<file path="src/rtl/uart_pkg.sv">
// rtl/uart_pkg.sv - shared register offsets, STATUS bit positions and FSM states for mmio_uart_tx
package uart_pkg;

  localparam logic [1:0] REG_TXDATA = 2'd0;
  localparam logic [1:0] REG_STATUS = 2'd1;
  localparam logic [1:0] REG_CTRL   = 2'd2;

  localparam int STAT_FULL     = 0;
  localparam int STAT_EMPTY    = 1;
  localparam int STAT_BUSY     = 2;
  localparam int STAT_OVERFLOW = 3;
  localparam int STAT_ODD      = 4;

  typedef enum logic [2:0] {
    IDLE   = 3'd0,
    START  = 3'd1,
    DATA   = 3'd2,
    STOP   = 3'd3,
    PARITY = 3'd4
  } txState_t;

endpackage

</file>
<file path="src/rtl/sync_fifo.sv">
// rtl/sync_fifo.sv - synchronous FIFO with extra-MSB pointers, asynchronous active-high reset
module sync_fifo #(
  parameter int WIDTH = 8,
  parameter int DEPTH = 8
) (
  input  logic             clock,
  input  logic             reset,
  input  logic             push,
  input  logic [WIDTH-1:0] pushData,
  input  logic             pop,
  output logic [WIDTH-1:0] popData,
  output logic             full,
  output logic             empty
);

  localparam int AW = $clog2(DEPTH);

  logic [WIDTH-1:0] mem [DEPTH];
  logic [AW:0]      wrPtr;
  logic [AW:0]      rdPtr;

  assign full    = (wrPtr[AW] != rdPtr[AW]) && (wrPtr[AW-1:0] == rdPtr[AW-1:0]);
  assign empty   = (wrPtr == rdPtr);
  assign popData = mem[rdPtr[AW-1:0]];

  always_ff @(posedge clock or posedge reset) begin
    if (reset) begin
      wrPtr <= '0;
      rdPtr <= '0;
    end else begin
      if (push && !full)
        wrPtr <= wrPtr + 1'b1;
      if (pop && !empty)
        rdPtr <= rdPtr + 1'b1;
    end
  end

  // Storage needs no reset: pointers alone define what is valid.
  always_ff @(posedge clock) begin
    if (push && !full)
      mem[wrPtr[AW-1:0]] <= pushData;
  end

endmodule

</file>
<file path="src/rtl/mmio_uart_tx.sv">
// rtl/mmio_uart_tx.sv - memory-mapped 8N1 UART transmitter with byte FIFO and STATUS polling
// Optional parity stage (even by default, odd via CTRL bit1) is built when UART_TX_PARITY_EN is defined.
module mmio_uart_tx
  import uart_pkg::*;
#(
  parameter int CLK_DIV    = 434,
  parameter int FIFO_DEPTH = 8
) (
  input  logic        clock,
  input  logic        reset,
  input  logic        sel,
  input  logic        memWrite,
  input  logic        memRead,
  input  logic [3:0]  address,
  input  logic [31:0] writeData,
  output logic [31:0] readData,
  output logic        tx,
  output logic        irq
);

  localparam int BAUD_W = $clog2(CLK_DIV);

  txState_t          state;
  txState_t          stateNext;
  logic [BAUD_W-1:0] baudCnt;
  logic [2:0]        bitIdx;
  logic [7:0]        shiftReg;
  logic              overflow;
  logic              oddParity;
  logic              txNext;
  logic              pop;
  logic              full;
  logic              empty;
  logic [7:0]        popData;
  logic              baudLast;
  logic              busy;
  logic              txDataWr;
  logic              ctrlWr;
  logic              push;
  logic              unusedBits;

  assign txDataWr   = sel && memWrite && (address[3:2] == REG_TXDATA);
  assign ctrlWr     = sel && memWrite && (address[3:2] == REG_CTRL);
  assign push       = txDataWr && !full;
  assign baudLast   = (baudCnt == BAUD_W'(CLK_DIV - 1));
  assign busy       = (state != IDLE);
  assign unusedBits = ^{writeData[31:8], writeData[1], address[1:0]};

  sync_fifo #(.WIDTH(8), .DEPTH(FIFO_DEPTH)) txFifo (
    .clock    (clock),
    .reset    (reset),
    .push     (push),
    .pushData (writeData[7:0]),
    .pop      (pop),
    .popData  (popData),
    .full     (full),
    .empty    (empty)
  );

  // A dropped store outranks a same-cycle clear so no loss goes unreported.
  always_ff @(posedge clock or posedge reset) begin
    if (reset)
      overflow <= 1'b0;
    else if (txDataWr && full)
      overflow <= 1'b1;
    else if (ctrlWr && writeData[0])
      overflow <= 1'b0;
  end

`ifdef UART_TX_PARITY_EN
  logic parityBit;

  always_ff @(posedge clock or posedge reset) begin
    if (reset) begin
      oddParity <= 1'b0;
      parityBit <= 1'b0;
    end else begin
      if (ctrlWr)
        oddParity <= writeData[1];
      if (pop)
        parityBit <= (^popData) ^ oddParity;
    end
  end
`else
  assign oddParity = 1'b0;
`endif

  always_ff @(posedge clock or posedge reset) begin
    if (reset)
      state <= IDLE;
    else
      state <= stateNext;
  end

  always_comb begin
    stateNext = state;
    case (state)
      IDLE:   if (!empty) stateNext = START;
      START:  if (baudLast) stateNext = DATA;
`ifdef UART_TX_PARITY_EN
      DATA:   if (baudLast && bitIdx == 3'd7) stateNext = PARITY;
      PARITY: if (baudLast) stateNext = STOP;
`else
      DATA:   if (baudLast && bitIdx == 3'd7) stateNext = STOP;
`endif
      STOP:   if (baudLast) stateNext = IDLE;
      default: stateNext = IDLE;
    endcase
  end

  always_comb begin
    pop    = (state == IDLE) && !empty;
    txNext = 1'b1;
    case (state)
      START:  txNext = 1'b0;
      DATA:   txNext = shiftReg[0];
`ifdef UART_TX_PARITY_EN
      PARITY: txNext = parityBit;
`endif
      default: txNext = 1'b1;
    endcase
  end

  // tx and irq are registered from the current state, hence one clock behind it.
  always_ff @(posedge clock or posedge reset) begin
    if (reset) begin
      tx       <= 1'b1;
      irq      <= 1'b1;
      baudCnt  <= '0;
      bitIdx   <= '0;
      shiftReg <= '0;
    end else begin
      tx  <= txNext;
      irq <= empty && (state == IDLE);
      if (pop) begin
        shiftReg <= popData;
        baudCnt  <= '0;
        bitIdx   <= '0;
      end else if (state != IDLE) begin
        baudCnt <= baudLast ? '0 : baudCnt + 1'b1;
        if (state == DATA && baudLast) begin
          shiftReg <= {1'b0, shiftReg[7:1]};
          bitIdx   <= bitIdx + 1'b1;
        end
      end
    end
  end

  always_comb begin
    readData = '0;
    if (sel && memRead && address[3:2] == REG_STATUS) begin
      readData[STAT_FULL]     = full;
      readData[STAT_EMPTY]    = empty;
      readData[STAT_BUSY]     = busy;
      readData[STAT_OVERFLOW] = overflow;
      readData[STAT_ODD]      = oddParity;
    end
  end

endmodule

</file>
<file path="config.mk">
export PLATFORM = sky130hd
export DESIGN_NAME = mmio_uart_tx
export DESIGN_NICKNAME = d
export VERILOG_FILES = /design/src/rtl/uart_pkg.sv /design/src/rtl/sync_fifo.sv /design/src/rtl/mmio_uart_tx.sv
export SDC_FILE = /design/constraint.sdc
export NUM_CORES = 1
export LEC_CHECK = 0
export BUFFER_PORTS_ARGS = -buffer_cell sky130_fd_sc_hd__buf_4
export CAP_MARGIN = 20
export CORE_ASPECT_RATIO = 1.75
export CORE_MARGIN = 3
export CORE_UTILIZATION = 60
export DETAILED_ROUTE_END_ITERATION = 10
export GPL_TIMING_DRIVEN = 0
export PLACE_DENSITY = 0.95
export SYNTH_ARGS = -nofsm -noshare
export SYNTH_HDL_FRONTEND = slang
export SYNTH_SLANG_ARGS = --single-unit
</file>
<file path="constraint.sdc">
create_clock -name clock -period 5.35 [get_ports clock]
set_input_delay 1.07 -clock clock [delete_from_list [all_inputs] [get_ports clock]]
set_output_delay 1.07 -clock clock [all_outputs]
set_load 0.02 [all_outputs]
</file>
## Word level (Yosys, flattened, before mapping)

Memories as Yosys holds them, arrays and structs flattened.
Cells that the tools add are included.

| operators by class | value |
|---|---|
| add/sub/neg operators | 4 |
| multiply operators | 0 |
| divide/modulo/power cells | 0 |
| order comparisons | 0 |
| equal/unequal tests | 14 |
| shifts and indexed selects | 0 |
| muxes and demuxes | 20 |
| bitwise gates (word level) | 0 |
| reductions and logical operators | 25 |

Operator list:

| kind | count |
|---|---|
| two-way mux 9 bit | 3 |
| two-way mux 8 bit | 3 |
| two-way mux 3 bit | 7 |
| logical AND 1 bit | 15 |
| one-hot mux 3 bit (4 select lines) | 1 |
| adder 9 x 1 -> 9 bit (second input constant) | 1 |
| equality test 9 bit (second input constant) | 1 |
| adder 4 x 1 -> 4 bit (second input constant) | 2 |
| != test 2 bit (second input constant) | 4 |
| equality test 3 x 2 -> 1 bit (second input constant) | 2 |
| nonzero test 2 bit | 3 |
| equality test 4 bit | 1 |
| two-way mux 1 bit | 4 |
| two-way mux 4 bit | 1 |
| AND reduction 4 bit | 1 |
| adder 3 x 1 -> 3 bit (second input constant) | 1 |
| equality test 3 x 1 -> 1 bit (second input constant) | 1 |
| equality test 3 bit | 1 |
| equality test 3 bit (second input constant) | 1 |
| zero test 3 bit | 1 |
| nonzero test 3 bit | 1 |
| equality test 2 x 1 -> 1 bit (second input constant) | 1 |
| equality test 2 bit (second input constant) | 1 |
| zero test 1 bit | 2 |
| other kinds (4) | 4 |

| word-level totals | value |
|---|---|
| register bits after elaboration | 34 |
| latch bits | 0 |
| RAM bits | 64 |
| ROM bits | 0 |
| logic and storage cells | 73 |
| memories kept | 1 |

Memories:

| name | depth | width | rd ports | clocked after memory_dff | write ports | line | source |
|---|---|---|---|---|---|---|---|
| txFifo.mem | 8 | 8 | 1 | 0 | 1 | sync_fifo.sv:18 | `logic [WIDTH-1:0] mem [DEPTH];` |

## Logic depth before layout (Yosys ltp)

Gate-level depths: netlist of run 1.

| logic depth | value |
|---|---|
| depth in word-level cells | 7 |
| depth in mapped cells | 7 |

## Hierarchy

A second synthesis of run 1 with hierarchy kept.

| unflattened totals | value |
|---|---|
| cells, all modules | 318 |
| area total of the unflattened synthesis | 4,633.2 um^2 |

Modules (own cells, without submodules):

| module | instances | cells each | area an instance (um^2) | seq. area each (um^2) |
|---|---|---|---|---|
| sync_fifo | 1 | 152 | 3,056.7 | 2,122.0 |
| mmio_uart_tx | 1 | 166 | 1,576.5 | 628.1 |

## Worst setup path after synthesis of run 1

No wires, ideal clock.

| timing | value |
|---|---|
| path kind | input-to-reg |
| from | input port address[2] |
| to | memory txFifo.mem[0][0] (enable) |
| setup time | 0.395 ns |
| arrival time | 2.438 ns |
| required time | 4.955 ns |
| path slack | 2.517 ns |
| stages | 4 |
| cells stage by stage | nand3b_1 nor2_1 nand2_4 nor4_1 |

| on the way | value |
|---|---|
| cells in the longest elaborated chain, start to end | 6 |

RTL lines:

| what | line | source |
|---|---|---|
| start, declared | mmio_uart_tx.sv:14 | `input logic [3:0] address,` |
| zero test 2 bit | mmio_uart_tx.sv:42 | `assign txDataWr = sel && memWrite && (address[3:2] == REG_TXDATA);` |
| logical AND 1 bit | mmio_uart_tx.sv:42 |  |
| logical AND 1 bit | mmio_uart_tx.sv:44 | `assign push = txDataWr && !full;` |
| logical AND 1 bit | sync_fifo.sv:40 | `if (push && !full)` |
| two-way mux 1 bit | sync_fifo.sv:40 |  |
| two-way mux 1 bit (not written as such) | sync_fifo.sv:41 | `mem[wrPtr[AW-1:0]] <= pushData;` |
| end, declared | sync_fifo.sv:18 |  |

Every way passes these cells.

## Worst setup path after layout of run 1

| timing | value |
|---|---|
| from | register state[0] |
| to | output port readData[2] |

| on the way | value |
|---|---|
| cells in the longest elaborated chain, start to end | 2 |

RTL lines:

| what | line | source |
|---|---|---|
| start, declared | mmio_uart_tx.sv:23 | `txState_t state;` |
| start signal, assigned | mmio_uart_tx.sv:92 | `state <= stateNext;` |
| nonzero test 3 bit | mmio_uart_tx.sv:46 | `assign busy = (state != IDLE);` |
| two-way mux 4 bit | mmio_uart_tx.sv:151 | `if (sel && memRead && address[3:2] == REG_STATUS) begin` |
| end, declared | mmio_uart_tx.sv:16 | `output logic [31:0] readData,` |

Every way passes these cells.

==> flow_summary.json, run 1 <==
{
  "final_cell_mix": "edfxtp_1 (64), buf_4 (51), dfrtp_1 (31)",
  "use_met1_pct": 23.47,
  "io_pins": 75,
  "grt_max_degree": 20,
  "status": "complete, no violations",
  "vdd_drop_max_v": 0.0003090,
  "cts_setup_buffers": 0,
  "drc": 0,
  "core_um2": 7284,
  "antenna_cells": 0,
  "root_buffer": "clkbuf_16",
  "setup_tns_ps": 0,
  "fin_crit_ps": 3177,
  "area_growth_pct": 15.77,
  "die_h_um": 120.8,
  "syn_avg_cell_area_um2": 14.95,
  "max_freq_mhz": 314.8,
  "clkTransAtPathRegs_ps": 70,
  "finalNonFillerCells": 456,
  "hp-class": "flop to flop",
  "async_flop_share_pct": 34.02,
  "seq_area_frac_synth_pct": 60.90,
  "htreeDepth": 3,
  "post_cts_resized": 0,
  "cts_tree": "built",
  "synth_warnings": 0,
  "fin_util_pct": 71.76,
  "max_cap_violations": 0,
  "critical_path_arrival_ps": 2110,
  "wl_um": 8513,
  "final_common_cell": "edfxtp_1",
  "cp_max_fo": 10,
  "finalSetupViolations": 0,
  "die_w_um": 71.58,
  "rows": 41,
  "drive_above_1_share_pct": 30.27,
  "clock-sinks": 97,
  "cts_buffer_depth": 2,
  "firstDrtPassIters": 4,
  "hold_viol": 0,
  "cp-start-kind": "flop",
  "dpl.hpwl_um": 6026,
  "initial_core_util_pct": 61.99,
  "io_buffers": 20,
  "worstSetupEndpointType": "output port",
  "post-route-period-util_pct": 59.38,
  "fin_worst_skew_ps": 9.797,
  "slew_violations": 0,
  "syn_inst": 302,
  "rr_worst_depth": 7,
  "dp_cells": 441,
  "gp_routability_congestion": 0.8204,
  "grt_busiest_layer": "met2",
  "antenna_found_initial": 0,
  "synth_edf_count": 64,
  "track_usage_pct": 21.95,
  "power_uw": 2550,
  "wire_per_inst_um": 18.67,
  "syn_area_um2": 4516,
  "grt_pass1_vias": 2723,
  "met3_usage_pct": 5.158,
  "tightest_slew_ps": 946.0,
  "dieArea_um2": 8644,
  "postCtsHoldBufs": 0,
  "ys.flop_type": "edfxtp_1",
  "leakagePower_uw": 0.002174,
  "synth-seq-cells": 97,
  "use_met2_pct": 38.88,
  "grt_pass1_wl_um": 13990,
  "vias": 2575,
  "globalRouteOverflowTotal": 0,
  "p_per_area_nw_per_um2": 487.8,
  "drtIter0Drc": 140,
  "rsz0062_at_grt": "false",
  "synth_cell_types": 48,
  "ant_nets": 0,
  "numCtsBuffers": 9,
  "clk_latency_ps": 350,
  "nets": 417,
  "cp.required_ps": 4280,
  "slew_headroom_pct": 36.70,
  "num-fill-cells": 481,
  "routed_via_density": 5.647,
  "critPathKind": "flop to output port",
  "worstHoldPathCells": 1
}
==> worst paths after layout <==
kind                               endpoint  slack [ps]             from
setup / recovery                readData[2]        2170         state[0]
min in group asynchronous        baudCnt[8]         820            reset
setup reg to reg           txFifo.mem[2][3]        2810  txFifo.rdPtr[1]
hold / removal                  shiftReg[2]         520      shiftReg[2]
max in group asynchronous                tx        3940            reset
hold reg to reg                 shiftReg[2]         520      shiftReg[2]
==> power breakdown <==
part	switching (µW)	internal, µW	total, µW
Sequential	81.8	906	987
Combinational	499	428	927
Clock	273	362	635
Total	854	1700	2550
==> per-layer routing <==
| metal | vias up | part of all wire (%) |
|---|---|---|
| li1 | 1201 | - |
| met1 | 1288 | 36 |
| met2 | 65 | 56 |
| met3 | 21 | 4.0 |
| met4 | 0 | 3.7 |
| met5 | - | 0 |
==> state kept, by name, summed over array words and instances (netlist names) <==
name and cells:
txFifo.mem 64, baudCnt 9, shiftReg 8, txFifo.rdPtr 4, txFifo.wrPtr 4, bitIdx 3, state 2, irq 1
overflow 1, tx 1
==> stage by stage <==
stage	hold WS, ps	area (µm²)	setup WS, ps
global placement	485.6	4875	1683
global route	535.2	5228	2074
finish	523.7	5228	2173
detailed placement	498.7	4936	2273
CTS	518.4	5228	2178
floorplan	454.4	4617	2517
==> cells in the mapped netlist, drive strengths merged, types with 2 or more instances <==
master	instances	area, µm²
and3	3	23.77
nand4b	2	17.52
inv	9	33.78
o21ai	6	30.03
buf	40	299.0
o2bb2ai	2	17.52
ha	10	125.1
nand3	11	55.05
clkbuf	3	12.51
nor3	9	45.04
a21o	3	22.52
dfstp	2	52.55
o21bai	2	15.01
dfrtp	31	775.7
nand2	12	52.55
nor4	2	27.53
nor2	18	67.56
mux2i	10	100.1
a21oi	2	10.01
a221o	7	70.07
mux4	16	360.4
and2	4	25.02
edfxtp	64	1922
a22o	5	43.79
xnor2	5	43.79
and4b	2	20.02
mux2	3	33.78
xor2	8	103.9
==> worst max-delay path: stages, from the launching register on <==
cell and delay [ps]:
dfrtp_1 410, inv_1 120, ha_1 160, clkbuf_1 360
clkbuf_1 430, nor2_1 100, buf_4 170
==> cell type report <==
cell class / instances / area (µm²) / share of cell area (%)
multi-input combinational: 180 / 1528 / 29.22
timing repair buffer: 26 / 205.2 / 3.925
clock buffer: 9 / 225.2 / 4.308
buffer: 43 / 311.5 / 5.960
inverter: 9 / 33.78 / 0.6462
clock inverter: 6 / 66.31 / 1.269
tap: 86 / 107.6 / 2.058
sequential: 97 / 2750 / 52.61
==> kinds of logic after synthesis <==
logic type / share of synthesized area, %
buffers and inverters: 7.647
and+or+nand+nor: 8.451
other: 0.08305
adders and majority gates: 2.771
DFF: 60.90
muxes: 10.94
AOI/OAI and AO/OA: 5.930
xor gates and xnor gates: 3.270
(Power assumes the default switching activity.)
==> inputs of run 2 (changes only) <==
Settings changed: CORE_UTILIZATION 60 to 56, PLACE_DENSITY 0.95 to 0.91.
Clock period 5.35 ns to 3.3 ns, I/O delays scaled along.
==> flow_summary.json, run 2 (synthesis results as in run 1) <==
{
  "status": "complete, no violations",
  "io_buffers": 20,
  "p_per_area_nw_per_um2": 790.4,
  "clk_latency_ps": 350,
  "dieArea_um2": 9219,
  "p_int_uw": 2703,
  "tightest_slew_ps": 923.8,
  "hold_viol": 0,
  "setup_tns_ps": 0,
  "fin_util_pct": 67.95,
  "antenna_cells": 0,
  "die_h_um": 124.8,
  "nets": 415,
  "antenna_found_initial": 0,
  "dp_cells": 441,
  "largest_reg_flops": 64,
  "finalSetupViolations": 0,
  "final_cell_mix": "edfxtp_1 (64), buf_4 (51), dfrtp_1 (31)",
  "max_cap_violations": 0,
  "swShare_pct": 34.85,
  "vias": 2565,
  "grt_max_degree": 21,
  "critical_path_arrival_ps": 2070,
  "clkTransAtPathRegs_ps": 80,
  "vdd_drop_max_v": 0.0004981,
  "post-route-period-util_pct": 82.77,
  "leakagePower_uw": 0.002165,
  "initial_core_util_pct": 58.45,
  "clock-sinks": 97,
  "globalRouteOverflowTotal": 0,
  "power_uw": 4149,
  "htreeDepth": 3,
  "dpl.hpwl_um": 5822,
  "drc": 0,
  "firstDrtPassIters": 4,
  "slew_violations": 0,
  "cts_setup_buffers": 0,
  "wl_um": 8349,
  "cp.required_ps": 2640,
  "drtIter0Drc": 138,
  "rows": 42,
  "cp-start-kind": "flop",
  "ant_nets": 0,
  "area_growth_pct": 16.24,
  "p_switching_uw": 1446,
  "num-fill-cells": 517,
  "io_pins": 75,
  "critPathKind": "flop to output port",
  "max_freq_mhz": 366.1,
  "slew_headroom_pct": 38.18,
  "track_usage_pct": 20.26,
  "cts_buffer_depth": 2,
  "gp_routability_congestion": 0.8412,
  "core_um2": 7725,
  "cts_tree": "built",
  "hp-class": "input pin to asynchronous set/reset pin",
  "seqPwrFrac_pct": 38.5,
  "postCtsHoldBufs": 0,
  "combinationalPowerShare_pct": 36.2,
  "die_w_um": 73.88,
  "drive_above_1_share_pct": 30.62,
  "fin_worst_skew_ps": 8.580,
  "root_buffer": "clkbuf_16",
  "power.share.clock_pct": 25.4,
  "finalNonFillerCells": 457,
  "holdWs_ps": 430.5,
  "post_cts_resized": 0,
  "wire_per_inst_um": 18.27,
  "routed_via_density": 5.613,
  "cp_max_fo": 10,
  "rsz0062_at_grt": "false",
  "grt_pass1_wl_um": 13760,
  "numCtsBuffers": 9,
  "grt_pass1_vias": 2687,
  "final_common_cell": "edfxtp_1",
  "fin_crit_ps": 2731,
  "worstSetupEndpointType": "output port"
}
## run 2: cell types whose count changed in the layout (fill, tap and decap cells not counted), sizes merged
cell / before / now
bufinv: 1 / 0
clkinvlp: 0 / 1
buf: 66 / 64
inv: 11 / 12
## run 2: layout make-up
type                            instances  area [µm²]  area share [%]
Sequential cell                        97        2750           52.40
Timing Repair Buffer                   24       195.2           3.719
Buffer                                 43       311.5           5.936
Multi-Input combinational cell        180        1538           29.30
Clock inverter                          7       85.08           1.621
Tap cell                               88       110.1           2.098
Clock buffer                            9       225.2           4.291
Inverter                                9       33.78          0.6436
## run 2: worst paths after layout
path                                     to            start  slack [ps]  cells past startpoint
max reg2reg                txFifo.mem[6][4]  txFifo.wrPtr[1]         790                      6
min in group clock                       tx      shiftReg[0]         520                      2
max                             readData[2]         state[0]         570                      6
min                              baudCnt[4]            reset         430                      2
min reg2reg                              tx      shiftReg[0]         520                      2
max in group asynchronous                tx            reset        2260                      3
## run 2: worst max-delay path, cell delays in order (launching register included)
cell      delay [ps]
dfrtp_1          410
inv_1            110
ha_1             160
clkbuf_1         360
clkbuf_1         410
nor2_1            90
buf_4            170
## run 2: metal layers
metal / wire [µm] / GRT usage (%) / share of wire [%]
met1: 3093 / 23.12 / 37
met2: 4866 / 35.46 / 58
met3: 256 / 4.523 / 3.1
met4: 133 / 8.111 / 1.6
met5: 0 / 0 / 0
## run 2: power groups by stage
| stage | Combinational, µW | Clock (µW) | Sequential (µW) |
|---|---|---|---|
| 2_1_floorplan | 1180 | 0 | 1590 |
| 3_3_place_gp | 1410 | 0 | 1610 |
| 3_5_place_dp | 1500 | 0 | 1610 |
| 4_1_cts | 1520 | 1070 | 1590 |
| 5_1_grt | 1640 | 1110 | 1610 |
| 6_report | 1500 | 1050 | 1600 |
## run 2: per-stage QoR
step / setup WS (ps) / cell area, µm²
finish: 568.6 / 5249
CTS: 537.2 / 5249
global route: 426.5 / 5249
global placement: -12.26 / 4877
floorplan: 877.5 / 4617
detailed placement: 650.1 / 4938
==> inputs of run 3 (changes only) <==
Clock period 3.3 ns to 2.63 ns, I/O delays scaled along.
==> flow_summary.json, run 3 (synthesis results as in run 1) <==
{
  "fin_crit_ps": 2617,
  "gp_routability_congestion": 0.8412,
  "placed_cell_area_um2": 4938,
  "dr_wl_met3_um": 284,
  "final_common_cell": "edfxtp_1",
  "multi_input_area_um2": 1544,
  "firstDrtPassIters": 5,
  "setup_tns_ps": 0,
  "core_um2": 7725,
  "cts_tree": "built",
  "fin_area_um2": 5275,
  "rr_worst_depth": 6,
  "cp-start-kind": "flop",
  "postCtsHoldBufs": 0,
  "final_cell_mix": "edfxtp_1 (64), buf_4 (51), dfrtp_1 (30)",
  "grt_pass1_vias": 2687,
  "clock-sinks": 97,
  "nets": 416,
  "critical_path_arrival_ps": 2090,
  "drtIter0Drc": 128,
  "maxUsedRoutingLayer": "met4",
  "post-route-period-util_pct": 99.51,
  "cp.buffers_inverters": 3,
  "cp.required_ps": 2100,
  "cp_num_cells": 6,
  "cts_buffer_depth": 2,
  "rows": 42,
  "timing.critical_path.mode_cell": "buf_6",
  "drc": 0,
  "clk_latency_ps": 350,
  "globalRouteOverflowTotal": 0,
  "hold_viol": 0,
  "io_pins": 75,
  "wl_met1_um": 3156,
  "holdWs_ps": 294.2,
  "grt_max_degree": 21,
  "root_buffer": "clkbuf_16",
  "fin_worst_skew_ps": 9.167,
  "wl_met2_um": 4917,
  "leakagePower_uw": 0.002178,
  "worst_path_max_delay_cell": "or4_4",
  "antenna_found_initial": 0,
  "routed_via_density": 5.629,
  "initial_core_util_pct": 58.45,
  "wire_per_inst_um": 18.56,
  "htreeDepth": 3,
  "largest_reg_flops": 64,
  "tightest_slew_ps": 927.3,
  "critPathMaxStageDelay_ps": 570,
  "vdd_drop_max_v": 0.0006248,
  "die_h_um": 124.8,
  "grt_pass1_wl_um": 13760,
  "track_usage_pct": 20.26,
  "cp_top_family": "simple AND/OR/NAND/NOR gates",
  "vias": 2578,
  "hp-class": "input pin to asynchronous set/reset pin",
  "wl_um": 8499,
  "dpl.hpwl_um": 5822,
  "worstSetupEndpointType": "output port",
  "finalSetupViolations": 0,
  "slew_headroom_pct": 37.95,
  "antenna_cells": 0,
  "status": "complete, no violations",
  "io_buffers": 20,
  "max_cap_violations": 0,
  "fin_util_pct": 68.29,
  "clkTransAtPathRegs_ps": 80,
  "p_per_area_nw_per_um2": 998.7,
  "die_w_um": 73.88,
  "max_freq_mhz": 382.1,
  "dieArea_um2": 9219,
  "num-fill-cells": 514,
  "crit_chain": "buf_6 -> xor2_2 -> or4_4 -> buf_6 -> nor2_2 -> buf_4",
  "area_growth_pct": 16.82,
  "ff_latch_area_um2": 2751,
  "cp_max_fo": 8,
  "critPathKind": "flop to output port",
  "numCtsBuffers": 9,
  "drive_above_1_share_pct": 31.89,
  "slew_violations": 0,
  "ant_nets": 0
}
run 3: changes by cell type in the layout (fill, tap and decap cells not counted), sizes merged:
cell	change
clkbuf	-1
buf	+2
run 3: cell type report:
cell class | count | share of cell area [%]
well taps | 88 | 2.087
repair buffers | 25 | 3.842
plain buffers | 43 | 6.120
inverters | 9 | 0.6404
clock buffers | 9 | 4.269
flip-flops and latches | 97 | 52.16
clock inverters | 7 | 1.613
multi-input cells | 180 | 29.27
run 3: worst paths after layout:
| kind | slack, ps | endpoint | from |
|---|---|---|---|
| setup / recovery | 10 | readData[0] | txFifo.wrPtr[0] |
| hold / removal | 290 | baudCnt[6] | reset |
| setup reg to reg | 110 | txFifo.mem[6][4] | txFifo.rdPtr[1] |
| hold reg to reg | 520 | tx | shiftReg[0] |
| max in group asynchronous | 1730 | tx | reset |
| min in group clock | 400 | txFifo.mem[4][3] | writeData[3] |
run 3: repair_timing:
item | CTS | global route
gates resized for setup | 0 | 10
endpoints found under the setup margin | 0 | 17
setup buffers | 0 | 1
run 3: routing by layer:
layer	up-vias	track usage, %
li1	1196	-
met5	-	0
met4	0	8.111
met3	11	4.523
met1	1327	23.12
met2	44	35.46
run 3: per-stage QoR:
step | total power, µW | setup WS, ps | std cells
floorplan | 3482 | 221.8 | 329
global placement | 3789 | -564.0 | 437
detailed placement | 3910 | 70.35 | 441
CTS | 5238 | 1.158 | 457
global route | 5534 | -41.89 | 458
finish | 5268 | 12.78 | 458
run 3: where the power goes:
group,switching [µW],internal [µW],total (µW)
clock network,644,679,1320
logic,1030,902,1940
registers,165,1840,2010
total,1840,3420,5270
